==> config.mk <==
export PLATFORM = sky130hd
export DESIGN_NAME = cartoon_frame_writer
export DESIGN_NICKNAME = d
export VERILOG_FILES = /design/src/rtl/cartoon_frame_writer.sv
export SDC_FILE = /design/constraint.sdc
export NUM_CORES = 1
export LEC_CHECK = 0
export ABC_AREA = 1
export BUFFER_PORTS_ARGS = -buffer_cell sky130_fd_sc_hd__buf_2
export CAP_MARGIN = 20
export CORE_UTILIZATION = 45
export DETAILED_ROUTE_END_ITERATION = 8
export GPL_TIMING_DRIVEN = 0
export PLACE_DENSITY = 0.68
export SKIP_CTS_REPAIR_TIMING = 1
export SYNTH_ARGS = -nofsm -noshare
export SYNTH_HDL_FRONTEND = slang
export SYNTH_SLANG_ARGS = --single-unit
==> constraint.sdc <==
create_clock -name clk -period 2.38 [get_ports clk]
set_clock_uncertainty 0.05 [all_clocks]
set_input_delay 0.476 -clock clk [delete_from_list [all_inputs] [get_ports clk]]
set_output_delay 0.476 -clock clk [all_outputs]
set_load 0.05 [all_outputs]
==> src/rtl/cartoon_frame_writer.sv <==
// cartoon_frame_writer
//   Captures one active frame of the filtered 24-bit pixel stream into the ZBT
//   frame store. Each pixel is reduced to 3-3-2 RGB. Four pixels are packed into
//   one 36-bit word, and the word is offered on a single-entry request/grant port.
//   Optional build macro: ORDERED_DITHER_EN adds a 2x2 Bayer dither ahead of the
//   reduction. The default build uses plain truncation.
//
// Ports:
//   clk        system pixel clock
//   rst        synchronous active-high reset
//   hcount     horizontal raster count (leads rgb_in by PIX_DLY cycles)
//   vcount     vertical raster count   (leads rgb_in by PIX_DLY cycles)
//   rgb_in     filtered pixel {R,G,B}, 8 bits each
//   capture    one-cycle request to capture the next full frame
//   mem_grant  arbiter accepts the presented word this cycle
//   mem_req    word pending on mem_addr/mem_data
//   mem_addr   ZBT word address
//   mem_data   packed word {4'h0, slot0, slot1, slot2, slot3}
//   busy       high from capture accept until done
//   done       one-cycle pulse when the frame is fully written
//   overflow   sticky: a word was dropped during this capture
module cartoon_frame_writer #(
    parameter int PIX_DLY   = 1,
    parameter int H_ACTIVE  = 640,
    parameter int V_ACTIVE  = 480,
    parameter int BASE_ADDR = 0
) (
    input  logic        clk,
    input  logic        rst,
    input  logic [10:0] hcount,
    input  logic [9:0]  vcount,
    input  logic [23:0] rgb_in,
    input  logic        capture,
    input  logic        mem_grant,
    output logic        mem_req,
    output logic [18:0] mem_addr,
    output logic [35:0] mem_data,
    output logic        busy,
    output logic        done,
    output logic        overflow
);

    localparam logic [10:0] H_ACT  = 11'(H_ACTIVE);
    localparam logic [10:0] H_LAST = 11'(H_ACTIVE - 1);
    localparam logic [9:0]  V_ACT  = 10'(V_ACTIVE);
    localparam logic [9:0]  V_LAST = 10'(V_ACTIVE - 1);
    localparam logic [18:0] BASE   = 19'(BASE_ADDR);

    typedef enum logic [2:0] {IDLE, ARM, CAPT, FLUSH, DONE} state_t;
    state_t state;

    // Raster counters delayed so that hc/vc describe the pixel on rgb_in.
    logic [10:0] hc_dly [PIX_DLY];
    logic [9:0]  vc_dly [PIX_DLY];
    logic [10:0] hc;
    logic [9:0]  vc;

    assign hc = hc_dly[PIX_DLY-1];
    assign vc = vc_dly[PIX_DLY-1];

    logic [2:0] r3;
    logic [2:0] g3;
    logic [1:0] b2;
    logic [7:0] p;
    logic       unused_bits;

`ifdef ORDERED_DITHER_EN
    logic [1:0] d;
    logic [8:0] r_sum;
    logic [8:0] g_sum;
    logic [8:0] b_sum;

    always_comb begin
        case ({vc[0], hc[0]})
            2'b00:   d = 2'd0;
            2'b01:   d = 2'd2;
            2'b10:   d = 2'd3;
            default: d = 2'd1;
        endcase
        r_sum = {1'b0, rgb_in[23:16]} + {4'b0, d, 3'b0};
        g_sum = {1'b0, rgb_in[15:8]}  + {4'b0, d, 3'b0};
        b_sum = {1'b0, rgb_in[7:0]}   + {3'b0, d, 4'b0};
        // Carry out of the 8-bit add means the channel saturates at 255.
        r3 = r_sum[8] ? 3'b111 : r_sum[7:5];
        g3 = g_sum[8] ? 3'b111 : g_sum[7:5];
        b2 = b_sum[8] ? 2'b11  : b_sum[7:6];
    end

    // Low-order bits fall away in the 3-3-2 reduction.
    assign unused_bits = ^{r_sum[4:0], g_sum[4:0], b_sum[5:0]};
`else
    assign r3 = rgb_in[23:21];
    assign g3 = rgb_in[15:13];
    assign b2 = rgb_in[7:6];

    // Low-order bits fall away in the 3-3-2 reduction.
    assign unused_bits = ^{rgb_in[20:16], rgb_in[12:8], rgb_in[5:0]};
`endif

    assign p = {r3, g3, b2};

    logic        active;
    logic        frame_start;
    logic        frame_end;
    logic        take;
    logic        word_done;
    logic [23:0] pack;
    logic [18:0] word_cnt;

    assign active      = (hc < H_ACT) && (vc < V_ACT);
    assign frame_start = active && (hc == 11'd0) && (vc == 10'd0);
    assign frame_end   = active && (hc == H_LAST) && (vc == V_LAST);
    // The frame-start pixel is taken on the same cycle that ARM hands over to CAPT.
    assign take        = ((state == ARM) && frame_start) || ((state == CAPT) && active);
    assign word_done   = take && (hc[1:0] == 2'd3);

    always_ff @(posedge clk) begin
        if (rst) begin
            for (int i = 0; i < PIX_DLY; i++) begin
                hc_dly[i] <= '0;
                vc_dly[i] <= '0;
            end
            state    <= IDLE;
            busy     <= 1'b0;
            done     <= 1'b0;
            overflow <= 1'b0;
            mem_req  <= 1'b0;
            mem_addr <= '0;
            mem_data <= '0;
            pack     <= '0;
            word_cnt <= '0;
        end else begin
            hc_dly[0] <= hcount;
            vc_dly[0] <= vcount;
            for (int i = 1; i < PIX_DLY; i++) begin
                hc_dly[i] <= hc_dly[i-1];
                vc_dly[i] <= vc_dly[i-1];
            end

            done <= 1'b0;

            if (take) begin
                case (hc[1:0])
                    2'd0:    pack[23:16] <= p;
                    2'd1:    pack[15:8]  <= p;
                    2'd2:    pack[7:0]   <= p;
                    default: ;
                endcase
            end

            // Single pending slot. A grant frees the slot in the same cycle, so a
            // word completing then replaces the old one. With no grant, the new
            // word is lost, but the address still advances so that the geometry
            // stays correct.
            if (word_done) begin
                word_cnt <= word_cnt + 19'd1;
                if (!mem_req || mem_grant) begin
                    mem_req  <= 1'b1;
                    mem_addr <= word_cnt;
                    mem_data <= {4'h0, pack, p};
                end else begin
                    overflow <= 1'b1;
                end
            end else if (mem_req && mem_grant) begin
                mem_req <= 1'b0;
            end

            case (state)
                IDLE: begin
                    if (capture) begin
                        state    <= ARM;
                        busy     <= 1'b1;
                        overflow <= 1'b0;
                    end
                end
                ARM: begin
                    if (frame_start) begin
                        state    <= CAPT;
                        word_cnt <= BASE;
                    end
                end
                CAPT: begin
                    if (frame_end) begin
                        state <= FLUSH;
                    end
                end
                FLUSH: begin
                    if (!mem_req || mem_grant) begin
                        state <= DONE;
                        busy  <= 1'b0;
                        done  <= 1'b1;
                    end
                end
                DONE: begin
                    state <= IDLE;
                end
                default: begin
                    state <= IDLE;
                end
            endcase
        end
    end

endmodule

Word-level counts from Yosys, hierarchy flattened
Memories as Yosys holds them, arrays and structs flattened.
Index checks and enable logic that the tools add are counted.
{"block": "word_totals", "input_bits": 49, "ramBits": 21, "reg_bits": 101, "n_memories": 2, "output_inout_bits": 59}
{"block": "op_classes", "n_lt_le_gt_ge": 2, "bitwise": 1, "n_reduce_logical": 28, "n_eq_ne": 13, "add_sub_neg": 1, "n_mux": 26}
{"name": "hc_dly", "depth": 1, "width": 11, "read_ports": 1, "rd_ports_with_merged_regs": 0, "write_ports": 1, "line_no": "53", "source": "logic [10:0] hc_dly [PIX_DLY];"}
{"name": "vc_dly", "depth": 1, "width": 10, "read_ports": 1, "rd_ports_with_merged_regs": 0, "write_ports": 1, "line_no": "54", "source": "logic [9:0] vc_dly [PIX_DLY];"}
{"operator": "19-bit two-way mux", "n": 3}
{"operator": "19-bit by 1-bit adder with 19-bit output, second input constant", "n": 1}
{"operator": "1-bit two-way mux", "n": 15}
{"operator": "3-bit two-way mux", "n": 4}
{"operator": "3-bit case mux with 4 select lines", "n": 1}
{"operator": "11-bit by 10-bit == test with 1-bit output, second input constant", "n": 1}
{"operator": "11-bit logical NOT", "n": 1}
{"operator": "11-bit by 10-bit < comparator with 1-bit output, second input constant", "n": 1}
{"operator": "11-bit two-way mux", "n": 1}
{"operator": "11-bit OR reduction", "n": 1}
{"operator": "10-bit by 9-bit == test with 1-bit output, second input constant", "n": 1}
{"operator": "10-bit logical NOT", "n": 1}
{"operator": "10-bit by 9-bit < comparator with 1-bit output, second input constant", "n": 1}
{"operator": "10-bit two-way mux", "n": 1}
{"operator": "2-bit AND reduction", "n": 5}
{"operator": "10-bit OR reduction", "n": 1}
{"operator": "1-bit logical AND", "n": 9}
{"operator": "2-bit != test, second input constant", "n": 4}
{"operator": "3-bit by 2-bit == test with 1-bit output, second input constant", "n": 2}
{"operator": "2-bit == test, second input constant", "n": 2}
{"operator": "4-bit AND reduction", "n": 1}
{"operator": "2-bit nonzero test", "n": 2}
{"operator": "3-bit by 1-bit == test with 1-bit output, second input constant", "n": 1}
{"operator": "3-bit logical NOT", "n": 1}
{"operator": "other kinds (9)", "n": 10}

Depth between registers and ports, before layout
Gate-level depths: netlist of the first run.
An unclocked memory read counts as a cell.
{"block": "logic_depth", "ltp_word": 11, "depth_mapped": 13, "mapped_depth_nobuf": 11}

Worst setup path before layout of the first run
No wires, ideal clock.
{"block": "synth_path", "path_type": "register to register", "start": "memory hc_dly[0][1]", "end": "register mem_addr[13]", "period_less_slack_ns": 1.627, "arrival_ns": 1.465, "setup_slack_ns": 0.753, "required_ns": 2.217, "path_buffers": 2, "setup_time_ns": 0.113, "stages_incl_launch_ff": 11, "cell_sequence": "dfxtp_1 nor2_4 nand2_1 nor2_1 nand4_1 nand2_2 nand3_2 buf_4 buf_2 nor2_1 nor2_1"}
{"block": "synth_via", "elab_chain_cells": 9, "word_cells_on_any_way": 12, "classes_between": "order compare (1); eq/ne (1); reduce/logical (9); memory (1)"}
{"element": "start, declared", "line_no": "53"}
{"element": "memory 1 x 11 bit (*)"}
{"element": "11-bit by 10-bit < comparator with 1-bit output", "line_no": "110", "source": "assign active = (hc < H_ACT) && (vc < V_ACT);"}
{"element": "1-bit logical AND", "line_no": "110"}
{"element": "1-bit logical AND (2 in series)", "line_no": "111", "source": "assign frame_start = active && (hc == 11'd0) && (vc == 10'd0);"}
{"element": "1-bit logical AND", "line_no": "114", "source": "assign take = ((state == ARM) && frame_start) || ((state == CAPT) && active);"}
{"element": "1-bit logical OR", "line_no": "114"}
{"element": "1-bit logical AND (*)", "line_no": "115", "source": "assign word_done = take && (hc[1:0] == 2'd3);"}
{"element": "2-bit AND reduction (no line) (*)"}
{"element": "end signal, assigned", "line_no": "159", "source": "mem_addr <= word_cnt;"}
{"element": "end, declared", "line_no": "36", "source": "output logic [18:0] mem_addr,"}
Mark *: on every way between the ends. The rest lies on a longest branch, timed or not.
A chain may end at the register's enable or synchronous reset.

Worst setup path after layout of the first run
{"block": "layout_path", "start": "memory hc_dly[0][1]", "end": "register word_cnt[18]"}
{"block": "layout_via", "elab_chain_cells": 11, "word_cells_on_any_way": 14, "classes_between": "order compare (1); eq/ne (1); mux (3); reduce/logical (8); memory (1)"}
{"element": "memory 1 x 11 bit (*)"}
{"element": "11-bit by 10-bit < comparator with 1-bit output", "line_no": "110"}
{"element": "1-bit logical AND", "line_no": "110"}
{"element": "1-bit logical AND (2 in series)", "line_no": "111"}
{"element": "1-bit logical AND", "line_no": "114"}
{"element": "1-bit logical OR", "line_no": "114"}
{"element": "1-bit logical AND", "line_no": "115"}
{"element": "19-bit two-way mux", "line_no": "155", "source": "if (word_done) begin"}
{"element": "19-bit two-way mux", "line_no": "177", "source": "if (frame_start) begin"}
{"element": "19-bit two-way mux (*)", "line_no": "168", "source": "case (state)"}
{"element": "end signal, assigned", "line_no": "156", "source": "word_cnt <= word_cnt + 19'd1;"}
{"element": "end, declared", "line_no": "108", "source": "logic [18:0] word_cnt;"}
Marked as above.

==> flow_metrics.tcl, run 1 <==
set metrics [dict create \
    design.final.nets 918 \
    tritoncts "built" \
    routed-via-count 4871 \
    grt_antenna_before_repair 0 \
    cts_inserted_buffers 17 \
    vias_per_cell 4.78 \
    detailed_place_hpwl_um 9000 \
    path_class "flip-flop to flip-flop" \
    postRouteWirelength_um 12700 \
    yosysTopAreaCellShare 0.473 \
    ys_dominant_reg_cell "sky130_fd_sc_hd__dfxtp_1" \
    cp_num_cells 7 \
    fp.coreArea_sq_um 11000 \
    synth.distinct_cells 24 \
    grt_first_pass_wirelength_um 20400 \
    worst_skew_pair_later_pin_latency_ps 410 \
    cp.arrival_ps 2340 \
    setup_violations 0 \
    synth_edf_count 0 \
    io_pins 108 \
    grt_start_max_net_pins 17 \
    cpPeakStageDelay_ps 480 \
    route.antenna.remaining_nets 0 \
    n_antenna_cell 0 \
    data_required_time_of_the_worst_path_ps 2600 \
    kind_of_path_behind_the_tightest_hold_check "input pin to flip-flop" \
    synthToLayoutAreaGrowth_pct 22.6 \
    layoutNonFillerInstCount 1018 \
    syn_area_per_cell_sq_um 6.79 \
    netlist_area_pre_place_sq_um 5160 \
    synthTopCellsByArea "sky130_fd_sc_hd__dfxtp_1 47%, sky130_fd_sc_hd__nand2_1 14%, sky130_fd_sc_hd__nor2_1 12%" \
    placedCellCount 989 \
    initial_utilization 0.470 \
    unrepaired_setup_endpoints_after_global_routing "no" \
    cts_h_tree_depth 4 \
    crit_path_top_delay_cell "sky130_fd_sc_hd__clkbuf_1" \
    fp-row-count 38 \
    cell_count_after_synthesis 760 \
    synthMostInstantiatedCell "sky130_fd_sc_hd__nand2_1" \
    worstMarginPinSlew_ps 583 \
    yosys_register_bits 122 \
    detail_route.wl_per_cell_um 12.4 \
    routabilityCongestion 0.876 \
    vias_in_the_first_global_route 4260 \
    drt_first_iter_violations 295 \
    power.static_leakage_nw 3.23 \
    worst-r2r-setup-slack_ps 260 \
    layout_cells_sized_above_1 0.159 \
    grt-ovfl-total 0 \
    critical_path.max_fanout 10 \
    synth.cells.most_frequent "199 x sky130_fd_sc_hd__nand2_1, 168 x sky130_fd_sc_hd__nor2_1, 122 x sky130_fd_sc_hd__dfxtp_1" \
    timing.critical_path.to_type "flip-flop" \
    achievable-frequency_ghz 0.472 \
    worst_slew_margin 0.610 \
    numClockSinks 122 \
    clk_root_buffer_cell "sky130_fd_sc_hd__clkbuf_16" \
    number_of_cells_on_the_worst_reg_to_reg_path 7 \
    setup_tns_ps 0 \
    floorplan.die.width_um 109 \
    vdd_ir_drop_max_v 0.000408 \
    die_area_sq_um 11900 \
    firstDrtPassIters 5 \
    power_density_nw_per_um2 789 \
    critical_path_buf_inv_count 1 \
    ys_warn_count 0 \
    async_flop_share 0 \
    share_of_the_core_filled_with_cells 0.576 \
    synth.largest_area_cell "sky130_fd_sc_hd__dfxtp_1" \
    report.final.slew_viol_count 0 \
    cts.path.max_buffers 2 \
    worst_setup_hold_path_clk_slew_ps 50 \
    hold_viol 0 \
    grtUsageTotal 0.226 \
    drcViolationCount 0 \
    floorplan.die.height_um 109 \
    synth-seq-area-share 0.473 \
    status "finished clean" \
    final_period_minus_worst_setup_slack_ps 2120 \
    cpLargestDelayFamily "simple AND/OR/NAND/NOR gates" \
    critical_path.cell_chain "nor2_4 > nand2_1 > nor2_1 > nand4_1 > nand2_1 > clkbuf_1 > nor2_1" \
    maxCapViolCount 0 \
    port-buffer-count 86 \
    timing.hold.worst_path_depth 3 \
    share_of_the_clock_period_used_by_the_worst_path_after_layout 0.890 \
    start_kind "flip-flop" \
]
==> cell usage in the layout, fill, tap and decap left out <==
cell                         instances
sky130_fd_sc_hd__clkbuf_1           17
sky130_fd_sc_hd__bufinv_16           2
sky130_fd_sc_hd__dfxtp_1           122
sky130_fd_sc_hd__buf_2              93
sky130_fd_sc_hd__nand3_2             1
sky130_fd_sc_hd__clkinv_2            5
sky130_fd_sc_hd__conb_1              4
sky130_fd_sc_hd__inv_1              99
sky130_fd_sc_hd__o21ai_0             3
sky130_fd_sc_hd__nor3_1              7
sky130_fd_sc_hd__clkbuf_16          17
sky130_fd_sc_hd__clkinv_4            1
sky130_fd_sc_hd__nor4_1              2
sky130_fd_sc_hd__nand3b_1            8
sky130_fd_sc_hd__or2_2               1
sky130_fd_sc_hd__nand3_1            44
sky130_fd_sc_hd__nand2_2             1
sky130_fd_sc_hd__buf_6               4
sky130_fd_sc_hd__inv_2               3
sky130_fd_sc_hd__clkbuf_8            1
sky130_fd_sc_hd__a21oi_1            44
sky130_fd_sc_hd__xor2_1              6
sky130_fd_sc_hd__ha_1                1
sky130_fd_sc_hd__o21ai_1             1
sky130_fd_sc_hd__buf_4               9
sky130_fd_sc_hd__clkinvlp_4          1
sky130_fd_sc_hd__nor2_4              1
sky130_fd_sc_hd__nand4_1            13
sky130_fd_sc_hd__nor2_1            168
sky130_fd_sc_hd__nand2_1           199
==> worst paths after layout <==
path,from,endpoint
hold reg to reg,overflow$_SDFF_PP0_,overflow$_SDFF_PP0_
hold / removal,vcount[3],vc_dly[0][3]$_SDFF_PP0_
setup / recovery,hc_dly[0][1]$_SDFF_PP0_,word_cnt[18]$_SDFF_PP0_
setup reg to reg,hc_dly[0][1]$_SDFF_PP0_,word_cnt[18]$_SDFF_PP0_
==> through the flow <==
stage | worst slack, ps | power [mW] | cell area [sq um] | hold slack [ps]
2_1_floorplan | 753 | 2.49 | 5170 | 391
4_1_cts | 270 | 5.02 | 6320 | 209
3_5_place_dp | 292 | 2.63 | 5780 | 397
6_report | 261 | 4.99 | 6320 | 219
3_3_place_gp | 383 | 2.61 | 5780 | 391
5_1_grt | 118 | 5.19 | 6320 | 204
==> state kept, by name (all words and copies together), names as in the netlist <==
signal and flops:
busy 1, done 1, hc_dly 11, mem_addr 19, mem_data 32, mem_req 1
overflow 1, pack 24, state 3, vc_dly 10, word_cnt 19
==> logic make-up after synthesis <==
group                    share of synthesized area
flip-flops                                   0.473
adder cells (fa/ha/maj)                    0.00243
other                                     0.000727
buffers and inverters                        0.114
AND/OR/NAND/NOR                              0.353
XOR/XNOR                                    0.0102
AO/OA/AOI/OAI                               0.0466
==> metal layers <==
metal	up-vias	track usage	routed length [um]
li1	2531	-	-
met1	2163	0.291	5830
met2	167	0.371	5920
met3	10	0.0663	811
met4	0	0.0550	113
met5	-	0	0
==> where the power goes <==
| part | internal (mW) | leakage (nW) | switching, mW | total [mW] |
|---|---|---|---|---|
| sequential | 2.10 | 0.989 | 0.0414 | 2.14 |
| combinational | 0.134 | 1.97 | 0.313 | 0.447 |
| clock | 1.54 | 0.271 | 0.861 | 2.40 |
| total | 3.78 | 3.23 | 1.22 | 4.99 |
==> area by class of cell <==
class | count | area [sq um]
Buffer | 35 | 204
Clock buffer | 20 | 447
Clock inverter | 9 | 101
Fill cell | 1047 | 4660
Inverter | 102 | 383
Multi-Input combinational cell | 504 | 2140
Sequential cell | 122 | 2440
Tap cell | 140 | 175
Timing Repair Buffer | 86 | 430
==> worst reg2reg max path: stages, from the launching register on <==
cell and delay [ps]:
sky130_fd_sc_hd__dfxtp_1 350, sky130_fd_sc_hd__nor2_4 260, sky130_fd_sc_hd__nand2_1 90, sky130_fd_sc_hd__nor2_1 150, sky130_fd_sc_hd__nand4_1 180, sky130_fd_sc_hd__nand2_1 310, sky130_fd_sc_hd__clkbuf_1 480, sky130_fd_sc_hd__nor2_1 100
No activity file was read; power rests on OpenSTA's default activity.
==> run 2, diff against run 1 <==
Settings changed: ABC_AREA 1 to unset.
==> run 2 against run 1 <==
Effect of this change:
- the flow now finishes with violations (setup timing)
- via count decreased by 20%
- combinational power decreased by 58%
- critical path depth increased by 1
- flip-flop and latch count unchanged
- synthesized cell count decreased by 35%
- register-to-register slack got worse by 280 ps
- utilization increased by 2.2 points
- count of clock-buffer cells in the layout unchanged
- die area decreased by 2.6%
- sequential share of layout area decreased by 0.92 points
- area after synthesis decreased by 2.6%
- largest cell class is now multi-input gates
- largest power group unchanged
- highest routed layer unchanged
==> flow_metrics.tcl, run 2 <==
set metrics [dict create \
    worstMarginPinSlew_ps 610 \
    final_period_minus_worst_setup_slack_ps 2400 \
    cell_count_after_synthesis 492 \
    power.static_leakage_nw 2.62 \
    yosys_register_bits 122 \
    syn_area_per_cell_sq_um 10.2 \
    fin_worst_hold_slack_ps 113 \
    fp.coreArea_sq_um 10800 \
    grt-ovfl-total 0 \
    timing.critical_path.to_type "flip-flop" \
    cts_h_tree_depth 4 \
    grt_antenna_before_repair 0 \
    worst_slew_margin 0.591 \
    synth-seq-area-share 0.486 \
    detailed_place_hpwl_um 7670 \
    failed_checks "setup timing" \
    design.final.nets 657 \
    floorplan.die.height_um 108 \
    setup_violations 6 \
    layout_commonest_cell "sky130_fd_sc_hd__dfxtp_1" \
    layout_cells_sized_above_1 0.281 \
    synth.largest_area_cell "sky130_fd_sc_hd__dfxtp_1" \
    ys_dominant_reg_cell "sky130_fd_sc_hd__dfxtp_1" \
    part_of_the_power_in_the_clock_network 0.528 \
    data_required_time_of_the_worst_path_ps 2780 \
    report.final.slew_viol_count 0 \
    async_flop_share 0 \
    firstDrtPassIters 4 \
    share_of_the_clock_period_used_by_the_worst_path_after_layout 1.01 \
    worst_skew_pair_later_pin_latency_ps 520 \
    p_int_mw 3.77 \
    netlist_area_pre_place_sq_um 5020 \
    drt_first_iter_violations 158 \
    synthTopCellsByArea "sky130_fd_sc_hd__dfxtp_1 49%, sky130_fd_sc_hd__mux2i_1 15%, sky130_fd_sc_hd__nand2b_1 13%" \
    cts_inserted_buffers 17 \
    synthToLayoutAreaGrowth_pct 29.0 \
    grt_start_max_net_pins 17 \
    synthMostInstantiatedCell "sky130_fd_sc_hd__dfxtp_1" \
    kind_of_path_behind_the_tightest_hold_check "input pin to flip-flop" \
    routed-via-count 3899 \
    largestRegisters "mem_data (32), pack (24)" \
    port-buffer-count 87 \
    yosysTopAreaCellShare 0.486 \
    seq_power_share 0.433 \
    fp-row-count 38 \
    synth_edf_count 0 \
    io_pins 108 \
    hold_viol 0 \
    final_cell_mix "121 x sky130_fd_sc_hd__dfxtp_1, 103 x sky130_fd_sc_hd__nand2b_1, 87 x sky130_fd_sc_hd__buf_2" \
    ys_warn_count 0 \
    filler_cells_inserted 953 \
    worst_setup_hold_path_clk_slew_ps 50 \
    route.antenna.remaining_nets 0 \
    vias_in_the_first_global_route 3708 \
    tritoncts "built" \
    synth.distinct_cells 42 \
    clk_root_buffer_cell "sky130_fd_sc_hd__clkbuf_8" \
    cp.arrival_ps 2800 \
    detail_route.wl_per_cell_um 15.3 \
    p_sw_mw 1.04 \
    cts.path.max_buffers 2 \
    status "finished with violations" \
    initial_utilization 0.463 \
    drcViolationCount 0 \
    die_area_sq_um 11600 \
    path_class "flip-flop to flip-flop" \
    routabilityCongestion 0.849 \
    maxCapViolCount 0 \
    power_density_nw_per_um2 742 \
    floorplan.die.width_um 108 \
    numClockSinks 122 \
    pwr-share-comb 0.039 \
    postLayoutSetupSlackWorst_ps -18.0 \
    vdd_ir_drop_max_v 0.000323 \
    largest_register_ffs 32 \
    p_sw_frac 0.216 \
    start_kind "flip-flop" \
    vias_per_cell 5.13 \
    critical_path.max_fanout 6 \
    grt_first_pass_wirelength_um 18000 \
    n_antenna_cell 0 \
    top_register "mem_data" \
    grtUsageTotal 0.202 \
    unrepaired_setup_endpoints_after_global_routing "yes" \
    postRouteWirelength_um 11600 \
    synth.cells.most_frequent "122 x sky130_fd_sc_hd__dfxtp_1, 104 x sky130_fd_sc_hd__nand2b_1, 75 x sky130_fd_sc_hd__mux2i_1" \
    share_of_the_core_filled_with_cells 0.598 \
    achievable-frequency_ghz 0.417 \
]
-- run 2: final cells by class --
class / instances / area [sq um] / share of cell area
flip-flops and latches: 122 / 2440 / 0.377
inverters: 2 / 7.51 / 0.00116
well taps: 140 / 175 / 0.0270
multi-input cells: 335 / 2530 / 0.391
plain buffers: 33 / 221 / 0.0342
repair buffers: 96 / 514 / 0.0793
clock buffers: 20 / 435 / 0.0672
clock inverters: 12 / 149 / 0.0230
-- run 2: metrics by stage --
step                setup WS [ps]  TNS (ps)  instance area, sq um  power [mW]  std cells
floorplan                   -3.96     -39.6                  5050        2.24        495
global placement             -353    -19900                  5660        2.30        722
detailed placement           -381    -21890                  5660        2.30        722
CTS                          -508    -28960                  6250        4.82        754
global route                -79.1      -793                  6480        4.96        760
finish                      -18.0     -75.4                  6480        4.81        760
-- run 2: final timing paths --
check / slack [ps] / from / depth (start not counted) / endpoint
max: -20 / state[0]$_SDFFE_PP0P_ / 8 / word_cnt[4]$_SDFF_PP0_
max reg2reg: -20 / state[0]$_SDFFE_PP0P_ / 8 / word_cnt[4]$_SDFF_PP0_
min: 110 / vcount[9] / 2 / vc_dly[0][9]$_SDFF_PP0_
min reg2reg: 420 / overflow$_SDFF_PP0_ / 1 / overflow$_SDFF_PP0_
-- run 2: metal layers --
layer	up-vias	track usage	share of wire
li1	1929	-	-
met1	1849	0.263	0.45
met4	0	0.0558	0.011
met2	109	0.325	0.49
met3	12	0.0575	0.049
met5	-	0	0
-- run 2: kinds of logic (layout without fill, tap and decap cells) --
kind of cell / after synthesis / after routing / synth area share
simple gates: 207 / 207 / 0.257
flops: 122 / 122 / 0.486
mux: 75 / 75 / 0.149
compound gates: 43 / 44 / 0.0585
buf+inv: 39 / 163 / 0.0384
xor+xnor: 4 / 4 / 0.00697
fa+ha+maj: 1 / 1 / 0.00249
other cells: 1 / 4 / 0.000747
-- run 2: worst max-delay path, stage by stage (launching register included) --
cell and delay [ps]:
sky130_fd_sc_hd__dfxtp_2 310, sky130_fd_sc_hd__buf_6 110, sky130_fd_sc_hd__or4b_4 520, sky130_fd_sc_hd__a2111oi_4 280, sky130_fd_sc_hd__buf_4 190, sky130_fd_sc_hd__a21oi_4 60, sky130_fd_sc_hd__buf_4 160, sky130_fd_sc_hd__or4_4 520
sky130_fd_sc_hd__a21oi_2 130
-- run 2: power groups by stage --
stage | combinational [mW] | clock (mW) | sequential (mW)
2_1_floorplan | 0.115 | 0 | 2.13
3_3_place_gp | 0.176 | 0 | 2.12
3_5_place_dp | 0.179 | 0 | 2.12
4_1_cts | 0.181 | 2.56 | 2.08
5_1_grt | 0.203 | 2.68 | 2.08
6_report | 0.187 | 2.54 | 2.08
